### src/rtl/sort4_ctrl.sv
// -----------------------------------------------------------------------------
// sort4_ctrl
//   Sorts four unsigned WIDTH-bit elements into ascending order (e0 smallest)
//   with a single shared magnitude comparator. A fixed six-step bubble schedule
//   of pairs (0,1),(1,2),(2,3),(0,1),(1,2),(0,1) runs one step per cycle. Swaps
//   happen only on a strict a>b, so equal elements keep their order.
//
//   Timing: start is sampled in IDLE (load edge). The next six cycles are SORT,
//   one step each. The edge ending step 5 enters DONE and loads dout with the
//   post-step-5 elements. DONE lasts one cycle and then returns to IDLE, which
//   gives a minimum start-to-start period of 8 cycles.
//
// Handshake: start is a level request sampled only in IDLE; it is ignored in
//   SORT and DONE (no queuing). done pulses for exactly one cycle when dout is
//   freshly valid, and dout holds until the next DONE entry. busy is high for
//   the whole SORT phase.
//
// Ports
//   clk      in   clock, rising edge
//   rst      in   asynchronous, active-high reset
//   start    in   sort request (sampled in IDLE only)
//   din      in   4*WIDTH  elements e0..e3, ei = din[WIDTH*i +: WIDTH]
//   dout     out  4*WIDTH  sorted result, same packing, e0 smallest
//   busy     out  high while in SORT
//   done     out  one-cycle pulse in DONE
//   swap_cnt out  3 bits, swaps done by the last completed sort
//                 (present only when SORT4_SWAPCNT_EN is defined)
//
// Configuration macro: SORT4_SWAPCNT_EN
// -----------------------------------------------------------------------------
module sort4_ctrl #(
    parameter int WIDTH = 4
) (
    input  logic               clk,
    input  logic               rst,
    input  logic               start,
    input  logic [4*WIDTH-1:0] din,
    output logic [4*WIDTH-1:0] dout,
    output logic               busy,
`ifdef SORT4_SWAPCNT_EN
    output logic               done,
    output logic [2:0]         swap_cnt
`else
    output logic               done
`endif
);

    typedef enum logic [1:0] {
        IDLE = 2'd0,
        SORT = 2'd1,
        DONE = 2'd2
    } state_t;

    state_t state, state_nxt;

    // Packed so that elem[i] lines up with din[WIDTH*i +: WIDTH].
    logic [3:0][WIDTH-1:0] elem, elem_nxt;
    logic [2:0]            step;
    logic [1:0]            idx_a, idx_b;
    logic [WIDTH-1:0]      op_a, op_b;
    logic                  swap;

    // Pair schedule: idx_a is always the lower-indexed element.
    always_comb begin
        idx_a = 2'd0;
        idx_b = 2'd1;
        case (step)
            3'd1, 3'd4: begin idx_a = 2'd1; idx_b = 2'd2; end
            3'd2:       begin idx_a = 2'd2; idx_b = 2'd3; end
            default:    begin idx_a = 2'd0; idx_b = 2'd1; end
        endcase
    end

    // The one comparator; strict greater-than keeps the sort stable.
    always_comb begin
        op_a     = elem[idx_a];
        op_b     = elem[idx_b];
        swap     = (state == SORT) && (op_a > op_b);
        elem_nxt = elem;
        if (swap) begin
            elem_nxt[idx_a] = op_b;
            elem_nxt[idx_b] = op_a;
        end
    end

    always_comb begin
        state_nxt = state;
        busy      = 1'b0;
        done      = 1'b0;
        case (state)
            IDLE: if (start) state_nxt = SORT;
            SORT: begin
                busy = 1'b1;
                if (step == 3'd5) state_nxt = DONE;
            end
            DONE: begin
                done      = 1'b1;
                state_nxt = IDLE;
            end
            default: state_nxt = IDLE;
        endcase
    end

    always_ff @(posedge clk or posedge rst) begin
        if (rst) begin
            state <= IDLE;
        end else begin
            state <= state_nxt;
        end
    end

    always_ff @(posedge clk or posedge rst) begin
        if (rst) begin
            elem <= '0;
            step <= 3'd0;
            dout <= '0;
        end else begin
            case (state)
                IDLE: if (start) begin
                    elem <= din;
                    step <= 3'd0;
                end
                SORT: begin
                    elem <= elem_nxt;
                    step <= step + 3'd1;
                    // Last step: publish the result including this step's swap.
                    if (step == 3'd5) dout <= elem_nxt;
                end
                default: ;
            endcase
        end
    end

`ifdef SORT4_SWAPCNT_EN
    logic [2:0] swap_acc;

    always_ff @(posedge clk or posedge rst) begin
        if (rst) begin
            swap_acc <= 3'd0;
            swap_cnt <= 3'd0;
        end else begin
            case (state)
                IDLE: if (start) swap_acc <= 3'd0;
                SORT: begin
                    swap_acc <= swap_acc + {2'b00, swap};
                    if (step == 3'd5) swap_cnt <= swap_acc + {2'b00, swap};
                end
                default: ;
            endcase
        end
    end
`endif

endmodule
### config.mk
export PLATFORM = sky130hd
export DESIGN_NAME = sort4_ctrl
export DESIGN_NICKNAME = d
export VERILOG_FILES = /design/src/rtl/sort4_ctrl.sv
export SDC_FILE = /design/constraint.sdc
export NUM_CORES = 1
export LEC_CHECK = 0
export ABC_AREA = 1
export CAP_MARGIN = 20
export CORE_MARGIN = 8
export CORE_UTILIZATION = 58
export CTS_CLUSTER_SIZE = 12
export DETAILED_ROUTE_END_ITERATION = 8
export HOLD_SLACK_MARGIN = 0.03
export PLACE_DENSITY_LB_ADDON = 0.08
export SKIP_LAST_GASP = 1
export SLEW_MARGIN = 20
export SYNTH_ARGS = -nofsm -noshare
export SYNTH_HDL_FRONTEND = slang
export SYNTH_SLANG_ARGS = --single-unit
### constraint.sdc
create_clock -name clk -period 7.9 [get_ports clk]
set_input_delay 1.58 -clock clk [delete_from_list [all_inputs] [get_ports clk]]
set_output_delay 1.58 -clock clk [all_outputs]
set_load 0.01 [all_outputs]
==> results.txt <==
Yosys printed 0 warnings. Wires add up to 6290 um. The reg-to-reg critical path startpoint was step[0]. Clock insertion delay at the later pin of the skew report: 0.29 ns.

The wire length of the first global-routing pass came out at 10700 um. The slew of the pin with the lowest slew margin was 0.751 ns; the number of DRC violations after detailed routing was 0. TritonCTS built the clock tree. For this block, the initial DRC count from the detailed router was 146. The tools report the setup skew after layout as 0.00578 ns. From bottom edge to top edge, the die measures 80.5 um. The tool flagged a number of max-cap violations equal to 0. The logs give 0 for the initial antenna violation count and 2219 for the number of global-route vias before repair.

The library cell with the highest instance count after synthesis is sky130_fd_sc_hd__nand2_1. Setup violations remaining at the end of the flow were counted as 0. The depth of the worst register-to-register path is 18, and the gate count after technology mapping is 338. By area the synthesized netlist is led by sky130_fd_sc_hd__dfrtp_1 38%, sky130_fd_sc_hd__nand2_1 18%, sky130_fd_sc_hd__inv_1 6.9%, sky130_fd_sc_hd__nand3_1 6.0%, sky130_fd_sc_hd__ha_1 4.2%. STA classifies the critical path startpoint as a flip-flop. The most used flip-flop cell after synthesis is sky130_fd_sc_hd__dfrtp_1. The tightest min-delay check is of the flip-flop to flip-flop type. The pin count of the biggest net entering global routing was 38. In this run the worst setup path begins at state[1]. The logs give 0 for the count of hold buffers inserted by post-cts repair and 32 for the unique cell type count in the Yosys netlist. The logs give 0 for the number of antenna cells inserted and 0 for the final number of hold-violating endpoints. Of the available clock period, the critical path in the final layout requires 48.6%. After synthesis, flip-flops and latches occupy 38.4% of the total area. The run gives 0 as the total count of max-transition violations in the final report. The critical path in this run is classified as flip-flop to output pin. The setup TNS was 0 ns; the mean post-synth cell area was 7.13 um^2. The flow ran to the end, and the final reports show no timing, DRC or antenna violations. In this run the post-CTS setup repair buffer count came out at 0.

The routability congestion estimate was 0.924. Pin placement for this block handled 37 I/O pins. The capture point of the worst path was busy. Detailed placement ended at an HPWL of 4630 um. At the worst endpoint, the required time is 6.32 ns. Setup repair after global routing left no endpoint under its margin. After the last flow step, the layout net total stands at 400. Counting flops and latches in the post-synthesis netlist gives 37. The endpoint identified for the worst register-to-register timing path is elem[6]. The clock net in this run drives a total of 37 sinks. Global routing used 21.0% of the available tracks across all layers.

The synthesized design devotes to its leading area cell type 38.4% of total area. The clock tree root buffer cell is sky130_fd_sc_hd__clkbuf_8. The internal reg-to-reg setup slack was 4.74 ns. In this run, CTS created clock tree buffers numbering 5. Summed over all instances, the cell type with the most area after synthesis is sky130_fd_sc_hd__dfrtp_1.

The logs give 4 for the detailed-routing iteration count for the pre-antenna-repair pass and 23 for the number of rows in the core area. The clock-pin transition on the worst setup and hold timing paths was 0.07 ns. Of all flip-flops after synthesis, the portion carrying an async set or reset was 100%. The ratio of cells with drive above 1 in the final layout is 9.65%. The commonest cells after synthesis are 115 x sky130_fd_sc_hd__nand2_1, 44 x sky130_fd_sc_hd__inv_1, 37 x sky130_fd_sc_hd__dfrtp_1, 29 x sky130_fd_sc_hd__nand3_1, 20 x sky130_fd_sc_hd__nor2_1.

Remaining antenna violation count: 0. The number of nets produced by synthesis was 365; the wire length per cell after detailed routing was 14.9 um. The area of the core is 0.00400 mm^2, and the width of the chip is 80.5 um.

The run gives 2 as the maximum number of buffers from clock root to sink. The clock period minus worst slack came out at 3.84 ns. Gates resized during post-CTS repair numbered 0. For the total grt overflow, the log shows 0. The area growth from synthesis to layout is 19.5%. Based on the critical path, the design can be clocked at up to 0.260 GHz. The worst pin sits at a relative slew slack of 49.8%.

The area of the die is 0.00647 mm^2. At the worst endpoint, the arrival time is 2.26 ns. The clock tree synthesis step divided the H-tree into 2 levels.

Input and output buffers added on the ports amount to 36. The run gives 0.00241 mm^2 as the area of the mapped netlist. The synthesized design contains 0 enable-type register cells. The routed layout has 2213 vias.

The kind of capture point of the worst setup path is an output pin. After detailed routing, the number of vias per cell comes to 5.23. For this configuration, the core starts out at a cell density of 60.2%.

Along the worst path, the maximum fanout reaches 20.
[cells in the final DEF, fill, tap and decap left out, types with 6 or more instances in the layout]
master,synthesis,layout
sky130_fd_sc_hd__nand2_1,115,115
sky130_fd_sc_hd__inv_1,44,44
sky130_fd_sc_hd__dfrtp_1,37,37
sky130_fd_sc_hd__clkdlybuf4s50_1,0,36
sky130_fd_sc_hd__nand3_1,29,29
sky130_fd_sc_hd__nor2_1,20,20
sky130_fd_sc_hd__o21ai_0,13,13
sky130_fd_sc_hd__o21ai_1,8,8
sky130_fd_sc_hd__ha_1,8,8
sky130_fd_sc_hd__o22ai_1,7,7
sky130_fd_sc_hd__nand4_1,6,6
sky130_fd_sc_hd__o211ai_1,6,6
sky130_fd_sc_hd__clkbuf_8,0,6
[critical path, stage by stage (launching register included)]
cell and delay [ns]:
sky130_fd_sc_hd__dfrtp_1 0.36, sky130_fd_sc_hd__inv_1 0.09, sky130_fd_sc_hd__nand2_2 0.23, sky130_fd_sc_hd__inv_1 0.61, sky130_fd_sc_hd__clkdlybuf4s50_1 0.67
[kinds of logic after synthesis]
| group | count (synthesis) | share of synthesized area [%] |
|---|---|---|
| AOI/OAI and AO/OA | 46 | 11.9 |
| adders and majority gates | 8 | 4.15 |
| buffers and inverters | 60 | 10.1 |
| DFF | 37 | 38.4 |
| and+or+nand+nor | 187 | 35.4 |
[metal layers]
| layer | wire length (um) | track usage, % | vias up |
|---|---|---|---|
| met4 | 98 | 7.27 | 0 |
| met2 | 2960 | 34.4 | 58 |
| met3 | 322 | 3.79 | 8 |
| met5 | 0 | 0 | - |
| met1 | 2910 | 27.0 | 998 |
| li1 | - | - | 1149 |
[state kept, by name (all words and copies together) (netlist names)]
register	count
step	3
elem	16
state	2
dout	16
[how the worst min path moves through the flow]
stage	start	end	slack [ns]	cells past startpoint
6_report	dout[6]	dout[6]	0.48	2
5_1_grt	dout[14]	dout[14]	0.51	2
4_1_cts	dout[14]	dout[14]	0.48	2
3_5_place_dp	dout[14]	dout[14]	0.46	2
3_3_place_gp	dout[14]	dout[14]	0.46	2
2_1_floorplan	elem[12]	elem[12]	0.47	2
[layout make-up]
| type | instances | area, um^2 |
|---|---|---|
| Inverter | 51 | 196 |
| Timing Repair Buffer | 37 | 368 |
| Multi-Input combinational cell | 241 | 1240 |
| Tap cell | 50 | 62.6 |
| Sequential cell | 37 | 926 |
| Clock buffer | 7 | 86.3 |
| Fill cell | 322 | 1120 |
[through the flow]
step	cell area [um^2]	setup slack [ns]	hold WS (ns)	utilization, %	instances
floorplan	2410	5.33	0.465	-	338
global placement	2790	4.43	0.461	69.8	416
detailed placement	2790	4.38	0.465	69.8	416
CTS	2880	4.07	0.483	72.0	423
global route	2880	3.96	0.511	72.0	423
finish	2880	4.06	0.484	72.0	423
Power is left out: the tool's default activity adds up to more than one toggle a clock period on the data nets, which glitch-free logic cannot reach.
